## src/rtl/stream_demux_1ton.sv

```systemverilog
// stream_demux_1ton: 1-to-N valid/ready demux with per-channel holding slot, broadcast and counted drops
module stream_demux_1ton #(
  parameter int N_OUT = 8,
  parameter int SEL_W = 3,
  parameter int DW    = 8,
  parameter int CNT_W = 8
) (
  input  logic                clk,
  input  logic                rst_n,
  input  logic                in_valid,
  output logic                in_ready,
  input  logic [DW-1:0]       in_data,
  input  logic [SEL_W-1:0]    in_sel,
  input  logic                in_bcast,
  output logic [N_OUT-1:0]    out_valid,
  input  logic [N_OUT-1:0]    out_ready,
  output logic [N_OUT*DW-1:0] out_data,
  output logic                err_drop,
  output logic [CNT_W-1:0]    drop_cnt
);
  localparam logic [SEL_W:0] NL = (SEL_W+1)'(N_OUT);
  logic [N_OUT-1:0]      free, wr;
  logic [2**SEL_W-1:0]   free_p;
  logic                  sel_ok, accept, drop;
  assign sel_ok   = {1'b0, in_sel} < NL;
  // invalid selects index the padding, which reads as free so those beats are always sunk
  assign in_ready = in_bcast ? &free : free_p[in_sel];
  assign accept   = in_valid & in_ready;
  assign drop     = accept & ~in_bcast & ~sel_ok;
  // slot availability and per-channel write strobes
  always_comb begin
    free   = ~out_valid | out_ready;
    free_p = '1;
    free_p[N_OUT-1:0] = free;
    wr = '0;
    for (int i = 0; i < N_OUT; i++)
      wr[i] = accept & (in_bcast | (in_sel == SEL_W'(i)));
  end
  // holding slots: load on write, otherwise clear valid once the consumer takes the beat
  always_ff @(posedge clk or negedge rst_n)
    if (!rst_n) begin
      out_valid <= '0;
      out_data  <= '0;
    end else begin
      for (int i = 0; i < N_OUT; i++)
        if (wr[i]) begin
          out_valid[i]         <= 1'b1;
          out_data[i*DW +: DW] <= in_data;
        end else if (out_ready[i]) begin
          out_valid[i] <= 1'b0;
        end
    end
  // drop pulse and saturating drop counter
  always_ff @(posedge clk or negedge rst_n)
    if (!rst_n) begin
      err_drop <= 1'b0;
      drop_cnt <= '0;
    end else begin
      err_drop <= drop;
      if (drop && drop_cnt != '1) drop_cnt <= drop_cnt + CNT_W'(1);
    end
endmodule

```

## config.mk

```make
export PLATFORM = sky130hd
export DESIGN_NAME = stream_demux_1ton
export DESIGN_NICKNAME = d
export VERILOG_FILES = /design/src/rtl/stream_demux_1ton.sv
export SDC_FILE = /design/constraint.sdc
export NUM_CORES = 1
export LEC_CHECK = 0
export BUFFER_PORTS_ARGS = -buffer_cell sky130_fd_sc_hd__buf_2
export CORE_ASPECT_RATIO = 1.75
export CORE_MARGIN = 2
export CORE_UTILIZATION = 35
export DETAILED_ROUTE_END_ITERATION = 6
export MAX_ROUTING_LAYER = met4
export SLEW_MARGIN = 25
export SYNTH_ARGS = -nofsm -noshare
export SYNTH_HDL_FRONTEND = slang
export SYNTH_SLANG_ARGS = --single-unit
```

## constraint.sdc

```tcl
create_clock -name clk -period 2.5 [get_ports clk]
set_input_delay 0.375 -clock clk [delete_from_list [all_inputs] [get_ports clk]]
set_output_delay 0.375 -clock clk [all_outputs]
set_load 0.01 [all_outputs]
```

==> flow_summary.json, run 1 <==
{
  "path_buf_inv": 1,
  "ys_ff_latch": 72,
  "synth_top_family_by_area": "multiplexers",
  "fin_crit_sh_pct": 92.4,
  "register_area_sq_um": 1800,
  "ys_top_cells_by_count": "dfrtp_1, mux2_2, mux2_4, buf_4, nand2b_1",
  "clk_latency_ns": 0.33,
  "place_hpwl_um": 5450,
  "start_util_pct": 36.1,
  "end_kind": "register",
  "worstPathMaxFanout": 4,
  "areaGrowthSynthToFinish_pct": 33.2,
  "cts_root_buf": "clkbuf_16",
  "synth_ff_type": "dfrtp_1",
  "synth_top_area_share_pct": 57.5,
  "p_total_mw": 5.20,
  "cts_buffer_depth": 2,
  "coreArea_sq_um": 8670,
  "rsz0062_at_grt": "false",
  "period_minus_slack_ns": 2.31,
  "timing_hold_violations_final": 0,
  "use_met3_pct": 3.19,
  "yosys_warnings": 0,
  "grt_overflow": 0,
  "viasPerCell": 4.69,
  "synth_area_leaders": "dfrtp_1, mux2_2, mux2_4",
  "dieWidth_um": 75.5,
  "grt_pass1_wl_um": 11900,
  "worstPathRequired_ns": 2.71,
  "cts_buffers": 9,
  "layout.cells.non_filler": 444,
  "ir_drop_mv": 0.576,
  "synth_edf_count": 0,
  "regToRegSetupSlack_ns": 0.19,
  "max_slew_margin_pct": 44.1,
  "clkSinkCount": 72,
  "n_antenna_cell": 0,
  "vias": 2084,
  "grt_usage_pct": 17.4,
  "firstDrtPassIters": 4,
  "synth_area_leader_cell": "dfrtp_1",
  "synthAdderAreaFrac_pct": 0,
  "rows": 45,
  "grt_antenna_before_repair": 0,
  "grt_pass1_vias": 2170,
  "path_delay_family": "multiplexers",
  "synth-compound-area-share_pct": 3.83,
  "post_cts_resize_count": 0,
  "portBuffers": 95,
  "h-tree-depth": 3,
  "worst_hold_path_type": "input port to register",
  "ys_seq_area_share_pct": 57.5,
  "synth.avg_cell_area_sq_um": 15.0,
  "netlist_instances": 209,
  "critPathArrivalTime_ns": 2.52,
  "clk_transition_reported_paths_ns": 0.05,
  "wirelength_um": 7560,
  "setup_tns_ns": 0,
  "crit_slowest_cell": "or4_4",
  "grt_max_degree": 73,
  "gp_congestion": 0.777,
  "finalWorstSetupSlack_ns": 0.191,
  "tightest_slew_ns": 0.836,
  "synthMuxAreaShare_pct": 27.3,
  "cts_tree": "built",
  "criticalPathCategory": "register to register",
  "multiInputGateArea_sq_um": 1250,
  "outcome": "completed",
  "globalRoute.busiestLayer": "met2",
  "max_clock_freq_mhz": 433,
  "grt_use_met1_pct": 19.8,
  "routedWlPerCell_um": 17.0,
  "max_stage_delay_ns": 0.50,
  "crit_path_cell_trace": "nor2b_1 > mux4_2 > or4_4 > o21ai_4 > buf_4 > mux2_4",
  "synthArstFlopShare_pct": 100,
  "drtIter0Drc": 142,
  "met2_usage_pct": 28.5,
  "syn-cell-area_sq_um": 3130,
  "fill_cells": 813,
  "layout-drive-gt1-share_pct": 60.2,
  "setup_viol": 0,
  "synth_xor_area_share_pct": 0,
  "drtAntennaViolNets": 0,
  "place_worst_setup_slack_ns": 0.135,
  "maxCapViolCount": 0,
  "synth_cell_types": 29,
  "p_per_area_nw_per_um2": 1250,
  "drc": 0,
  "dieArea_sq_um": 9760,
  "final_max_slew_viol_count": 0,
  "pin_count": 105,
  "skew_ns": 0.00690,
  "die_y_um": 129,
  "nNetsFinal": 346,
  "start_kind": "register",
  "dp.cells": 427,
  "synth.most_common_cell": "dfrtp_1",
  "synth-simple-area-share_pct": 7.82,
  "p_leak_nw": 2.01
}
[cells in the final DEF (no fill, tap or decap), types with 2 or more instances in the layout]
cell type  netlist  routed
buf_2            2      94
dfrtp_1         72      72
mux2_2          40      40
mux2_4          24      24
nand2b_1         9       9
conb_1           1       9
clkbuf_16        0       9
nor2b_1          8       8
nand4_1          6       6
buf_12           0       6
inv_1            5       5
nor2_1           5       5
buf_4            9       5
a31oi_1          3       3
o21ai_4          3       3
o21ai_2          3       3
clkinv_2         0       3
mux4_2           2       2
o21ai_0          2       2
nor4_1           2       2
nand2_1          2       2
[routing by layer]
| metal | vias to the layer above | share of wire, % |
|---|---|---|
| li1 | 954 | - |
| met1 | 1035 | 37 |
| met2 | 80 | 55 |
| met3 | 15 | 4.9 |
| met4 | 0 | 3.1 |
| met5 | - | 0 |
[worst paths after layout]
| path | depth (start not counted) | start | endpoint |
|---|---|---|---|
| setup / recovery | 6 | out_valid[5] | out_data[35] |
| hold / removal | 3 | out_ready[1] | out_valid[1] |
| setup reg to reg | 6 | out_valid[5] | out_data[35] |
| hold reg to reg | 1 | out_data[43] | out_data[43] |
| max in group asynchronous | 3 | rst_n | out_data[50] |
| min in group asynchronous | 2 | rst_n | out_data[13] |
[worst min-delay path, stage by stage]
cell and delay [ns]:
buf_2 0.08, nand2b_1 0.12, nand2b_1 0.06
[logic make-up after synthesis]
| kind of cell | count (synthesis) |
|---|---|
| simple gates | 40 |
| other cells | 1 |
| flops | 72 |
| compound gates | 13 |
| buf+inv | 17 |
| mux | 66 |
[report_power, final]
part | internal [mW] | switching (mW) | total, mW | leakage, nW
clock | 0.762 | 0.469 | 1.23 | 0.141
combinational | 1.07 | 0.868 | 1.93 | 1.01
sequential | 1.73 | 0.304 | 2.03 | 0.860
total | 3.56 | 1.64 | 5.20 | 2.01
[cell type report]
cell class                 count  share of cell area (%)
timing repair buffer         107                    15.9
inverter                       5                   0.450
multi-input combinational    128                    30.1
clock buffer                   9                    5.40
sequential                    72                    43.2
tap                          117                    3.51
clock inverter                 6                    1.47
[per-stage QoR]
| step | hold WS, ns | cell area, sq um | util [%] |
|---|---|---|---|
| 3_3_place_gp | 0.485 | 3850 | 44.4 |
| 3_5_place_dp | 0.490 | 3850 | 44.4 |
| 6_report | 0.353 | 4170 | 48.1 |
| 5_1_grt | 0.368 | 4170 | 48.1 |
| 2_1_floorplan | 0.0794 | 3160 | - |
| 4_1_cts | 0.214 | 4140 | 47.7 |
[state kept, by name, indices dropped and copies added, names as in the netlist]
register / count
out_data: 64
out_valid: 8
[timing repair]
item,CTS,global route
hold buffers,0,1
buffers inserted,0,0
endpoints found under the setup margin,0,0
hold endpoints to repair,0,25
Note: power is estimated with default switching activity, not from simulation.
==> run 2, diff against run 1 <==
--- a/config.mk
+++ b/config.mk
@@ -5,12 +5,13 @@
 export SDC_FILE = /design/constraint.sdc
 export NUM_CORES = 1
 export LEC_CHECK = 0
-export BUFFER_PORTS_ARGS = -buffer_cell sky130_fd_sc_hd__buf_2
 export CORE_ASPECT_RATIO = 1.75
 export CORE_MARGIN = 2
 export CORE_UTILIZATION = 35
 export DETAILED_ROUTE_END_ITERATION = 6
+export DONT_BUFFER_PORTS = 1
 export MAX_ROUTING_LAYER = met4
+export RECOVER_POWER = 50
 export SLEW_MARGIN = 25
 export SYNTH_ARGS = -nofsm -noshare
 export SYNTH_HDL_FRONTEND = slang
==> flow_summary.json, run 2 (synthesis results as in run 1) <==
{
  "portBuffers": 0,
  "period_minus_slack_ns": 2.37,
  "cts_tree": "built",
  "worst_hold_path_type": "input port to register",
  "ir_drop_mv": 0.499,
  "p_leak_nw": 1.64,
  "coreArea_sq_um": 8670,
  "grt_overflow": 0,
  "dp.cells": 332,
  "routedWlPerCell_um": 20.6,
  "post_cts_resize_count": 0,
  "p_sw_share_pct": 31.2,
  "post-cts-setup-buffers": 0,
  "start_util_pct": 36.1,
  "cts_buffers": 9,
  "start_kind": "register",
  "fill_cells": 797,
  "critPathArrivalTime_ns": 2.58,
  "drtAntennaViolNets": 0,
  "hold_buffers": 2,
  "firstDrtPassIters": 4,
  "clkSinkCount": 72,
  "worstPathRequired_ns": 2.72,
  "setup_viol": 0,
  "drtIter0Drc": 115,
  "grt_pass1_vias": 1876,
  "areaGrowthSynthToFinish_pct": 17.8,
  "p_per_area_nw_per_um2": 1320,
  "viasPerCell": 5.03,
  "end_kind": "register",
  "path_buf_inv": 1,
  "setup_tns_ns": 0,
  "layout.cells.non_filler": 350,
  "hold_path.startpoint": "in_data[4]",
  "outcome": "finished with violations",
  "cts_root_buf": "clkbuf_16",
  "violations": "capacitance limit, slew limit",
  "cts_buffer_depth": 2,
  "clk_transition_reported_paths_ns": 0.06,
  "maxCapViolCount": 1,
  "criticalPathCategory": "register to register",
  "dieWidth_um": 75.5,
  "die_y_um": 129,
  "wirelength_um": 7210,
  "clockPowerShare_pct": 29.5,
  "nNetsFinal": 251,
  "layout_common_cells": "dfrtp_1, mux2_2, mux2_4",
  "final_common_cell": "dfrtp_1",
  "largest_reg_flops": 64,
  "drc": 0,
  "whs_path_depth": 1,
  "vias": 1762,
  "largest-register": "out_data",
  "fin_crit_sh_pct": 94.6,
  "reg_top3": "out_data: 64 flops, out_valid: 8 flops",
  "pin_count": 105,
  "path_delay_family": "multiplexers",
  "worstPathMaxFanout": 5,
  "dieArea_sq_um": 9760,
  "skew_ns": 0.00564,
  "tightest_slew_ns": 1.60,
  "clk_latency_ns": 0.33,
  "place_hpwl_um": 5100,
  "grt_antenna_before_repair": 0,
  "netSwitchingPower_mw": 1.52,
  "timing_hold_violations_final": 0,
  "worst_hold_slack_ns": 0.187,
  "crit_path_cell_trace": "nor2b_4 > mux4_2 > or4_4 > o21ai_4 > buf_4 > mux2_4",
  "max_stage_delay_ns": 0.50,
  "r2r-end": "out_data[59]",
  "rows": 45,
  "grt_usage_pct": 16.6,
  "comb_power_share_pct": 20.7,
  "crit_slowest_cell": "or4_4",
  "rsz0062_at_grt": "false",
  "h-tree-depth": 3,
  "grt_max_degree": 73,
  "worstHoldEndpoint": "out_data[52]",
  "pwr-share-seq_pct": 49.8,
  "final_max_slew_viol_count": 73,
  "max_clock_freq_mhz": 423,
  "gp_congestion": 0.851,
  "regToRegSetupSlack_ns": 0.13,
  "r2r_start": "out_valid[6]",
  "grt_pass1_wl_um": 11000,
  "max_slew_margin_pct": -6.78,
  "layout-drive-gt1-share_pct": 44.6,
  "p_total_mw": 4.87,
  "worst-r2r-cell-count": 6,
  "intPower_mw": 3.35,
  "n_antenna_cell": 0
}
run 2: worst register-to-register path, cell delays in order, from the launching register on:
cell and delay (ns):
dfrtp_1 0.41, nor2b_4 0.16, mux4_2 0.48, or4_4 0.50, o21ai_4 0.22, buf_4 0.18
mux2_4 0.30
run 2: how the worst max path moves through the flow:
| stage | start | endpoint | slack, ns | depth (start not counted) |
|---|---|---|---|---|
| 2_1_floorplan | out_valid[5] | out_data[48] | 0.16 | 6 |
| 3_3_place_gp | out_valid[6] | out_data[62] | 0.14 | 6 |
| 3_5_place_dp | out_valid[6] | out_data[61] | 0.13 | 6 |
| 4_1_cts | out_valid[6] | out_data[59] | 0.12 | 6 |
| 5_1_grt | out_valid[6] | out_data[36] | 0.06 | 6 |
| 6_report | out_valid[6] | out_data[59] | 0.13 | 6 |
run 2: area by class of cell:
type / count / area, sq um / area share (%)
flip-flops and latches: 72 / 1800 / 48.8
multi-input cells: 128 / 1260 / 34.1
clock buffers: 12 / 267 / 7.22
well taps: 117 / 146 / 3.96
repair buffers: 12 / 128 / 3.46
clock inverters: 4 / 73.8 / 2.00
inverters: 5 / 18.8 / 0.508
run 2: metal layers:
layer | vias up | wire length, um | global-route usage, % | part of all wire (%)
li1 | 769 | - | - | -
met1 | 901 | 2710 | 18.5 | 38
met2 | 77 | 3830 | 26.0 | 53
met3 | 15 | 442 | 4.98 | 6.1
met4 | 0 | 227 | 8.88 | 3.1
met5 | - | 0 | - | 0
run 2: stage by stage:
stage | area, sq um | worst slack, ns | util [%]
2_1_floorplan | 3160 | 0.163 | -
3_3_place_gp | 3330 | 0.135 | 38.5
6_report | 3690 | 0.135 | 42.6
4_1_cts | 3710 | 0.120 | 42.8
3_5_place_dp | 3330 | 0.134 | 38.5
5_1_grt | 3690 | 0.0556 | 42.6
run 2: power by group through the flow:
stage | logic [mW] | clock network (mW) | registers [mW]
global route | 1.10 | 1.53 | 2.50
detailed placement | 0.990 | 0 | 2.46
global placement | 0.960 | 0 | 2.45
finish | 1.01 | 1.44 | 2.43
CTS | 1.03 | 1.47 | 2.45
floorplan | 0.815 | 0 | 2.29
==> run 3, diff against run 2 <==
--- a/config.mk
+++ b/config.mk
@@ -5,12 +5,15 @@
 export SDC_FILE = /design/constraint.sdc
 export NUM_CORES = 1
 export LEC_CHECK = 0
+export CELL_PAD_IN_SITES_DETAIL_PLACEMENT = 2
+export CELL_PAD_IN_SITES_GLOBAL_PLACEMENT = 2
 export CORE_ASPECT_RATIO = 1.75
 export CORE_MARGIN = 2
 export CORE_UTILIZATION = 35
 export DETAILED_ROUTE_END_ITERATION = 6
 export DONT_BUFFER_PORTS = 1
 export MAX_ROUTING_LAYER = met4
+export PLACE_DENSITY_LB_ADDON = 0.1
 export RECOVER_POWER = 50
 export SLEW_MARGIN = 25
 export SYNTH_ARGS = -nofsm -noshare
==> flow_summary.json, run 3 (synthesis results as in run 1) <==
{
  "cts_root_buf": "clkbuf_16",
  "max_clock_freq_mhz": 425,
  "rows": 45,
  "drtIter0Drc": 30,
  "period_minus_slack_ns": 2.36,
  "tightest_slew_ns": 1.75,
  "grt_pass1_wl_um": 12200,
  "crit_path_cell_trace": "nor2b_1 > mux4_2 > or4_4 > o21ai_4 > buf_12 > mux2_4",
  "p_total_mw": 4.70,
  "final_max_slew_viol_count": 73,
  "cts_buffer_depth": 2,
  "worst_hold_path_type": "input port to register",
  "grt_antenna_before_repair": 0,
  "setup_viol": 0,
  "coreArea_sq_um": 8670,
  "start_util_pct": 36.1,
  "grt_overflow": 0,
  "register_area_sq_um": 1800,
  "clk_transition_reported_paths_ns": 0.06,
  "criticalPathCategory": "register to register",
  "largest_reg_flops": 64,
  "firstDrtPassIters": 4,
  "maxCapViolCount": 1,
  "p_per_area_nw_per_um2": 1290,
  "portBuffers": 0,
  "die_y_um": 129,
  "cts_buffers": 9,
  "drtAntennaViolNets": 0,
  "timing_hold_violations_final": 0,
  "dieArea_sq_um": 9760,
  "layout.cells.non_filler": 348,
  "crit_slowest_cell": "or4_4",
  "p_leak_nw": 1.60,
  "layout_common_cells": "dfrtp_1, mux2_2, mux2_4",
  "regToRegSetupSlack_ns": 0.14,
  "ir_drop_mv": 0.668,
  "layout-drive-gt1-share_pct": 42.9,
  "r2r-end": "out_data[34]",
  "place_hpwl_um": 5900,
  "drc": 0,
  "outcome": "finished with violations",
  "clk_latency_ns": 0.33,
  "hold_path.startpoint": "in_data[2]",
  "clkSinkCount": 72,
  "max_slew_margin_pct": -17.0,
  "worst-r2r-cell-count": 6,
  "end_kind": "register",
  "setup_tns_ns": 0,
  "fill_cells": 878,
  "critPathArrivalTime_ns": 2.56,
  "path_delay_family": "multiplexers",
  "wirelength_um": 8030,
  "r2r_start": "out_valid[7]",
  "routedWlPerCell_um": 23.1,
  "skew_ns": 0.00586,
  "cts_tree": "built",
  "n_antenna_cell": 0,
  "final_common_cell": "dfrtp_1",
  "whs_path_depth": 1,
  "post-cts-setup-buffers": 0,
  "largest-register": "out_data",
  "max_stage_delay_ns": 0.50,
  "grt_usage_pct": 18.2,
  "gp_congestion": 0.885,
  "grt_max_degree": 73,
  "areaGrowthSynthToFinish_pct": 15.8,
  "reg_top3": "out_data: 64 flops, out_valid: 8 flops",
  "rsz0062_at_grt": "false",
  "pin_count": 105,
  "nNetsFinal": 250,
  "start_kind": "register",
  "viasPerCell": 5.11,
  "dp.cells": 331,
  "dieWidth_um": 75.5,
  "path_buf_inv": 1,
  "worstPathRequired_ns": 2.70,
  "grt_pass1_vias": 2058,
  "violations": "capacitance limit, slew limit",
  "worstHoldEndpoint": "out_data[50]",
  "vias": 1777,
  "multiInputGateArea_sq_um": 1250,
  "h-tree-depth": 3,
  "worstPathMaxFanout": 9,
  "fin_crit_sh_pct": 94.2
}
run 3: cell types whose count changed in the layout (fill, tap and decap cells not counted):
cell and delta:
nor2_1 +1, clkinvlp_4 +1, bufinv_16 -1, buf_2 -1, nor2_2 -1, inv_6 -1
clkbuf_1 +2, buf_4 -1, clkbuf_2 +1, clkbuf_8 -2
run 3: area by class of cell:
| cell class | count | area share [%] |
|---|---|---|
| sequential | 72 | 49.6 |
| tap | 117 | 4.03 |
| clock buffer | 12 | 6.79 |
| timing repair buffer | 11 | 3.31 |
| inverter | 5 | 0.517 |
| multi-input combinational | 128 | 34.6 |
| clock inverter | 3 | 1.17 |
run 3: routing by layer:
metal / GRT usage, % / wire length [um] / vias up
met3: 7.08 / 651 / 14
met1: 17.1 / 2500 / 929
met5: - / 0 / -
met4: 8.15 / 193 / 0
met2: 31.6 / 4690 / 77
li1: - / - / 757
run 3: how the worst max path moves through the flow:
stage                     depth (start not counted)  slack [ns]            to          from
after floorplan                                   6        0.16  out_data[48]  out_valid[5]
after global placement                            6        0.18  out_data[36]  out_valid[7]
after detailed placement                          5        0.10  out_data[28]  out_valid[0]
after CTS                                         5         0.1  out_data[28]  out_valid[0]
after global routing                              5        0.03  out_data[26]  out_valid[0]
final                                             6        0.14  out_data[34]  out_valid[7]
run 3: repair_timing:
item	CTS	global route
gates resized for setup	0	0
hold endpoints to repair	72	0
hold buffers	2	0
run 3: worst register-to-register path: cells and delay by family (launching register included):
family                 cells  cell delay, ns
buffers and inverters      1            0.17
and+or+nand+nor            2            0.65
AOI/OAI and AO/OA          1            0.20
DFF                        1            0.43
muxes                      2            0.79
run 3: report_power, final:
group	total [mW]	internal [mW]	switching [mW]
Sequential	2.45	1.73	0.721
Clock	1.23	0.792	0.439
Combinational	1.02	0.660	0.359
Total	4.70	3.18	1.52
run 3: through the flow:
stage / util, % / setup slack (ns) / area (sq um) / hold slack (ns)
finish: 41.9 / 0.144 / 3630 / 0.192
global route: 41.9 / 0.0272 / 3630 / 0.173
CTS: 42.1 / 0.0962 / 3650 / 0.175
detailed placement: 38.4 / 0.100 / 3330 / 0.0811
global placement: 38.4 / 0.176 / 3330 / 0.0814
floorplan: - / 0.163 / 3160 / 0.0794
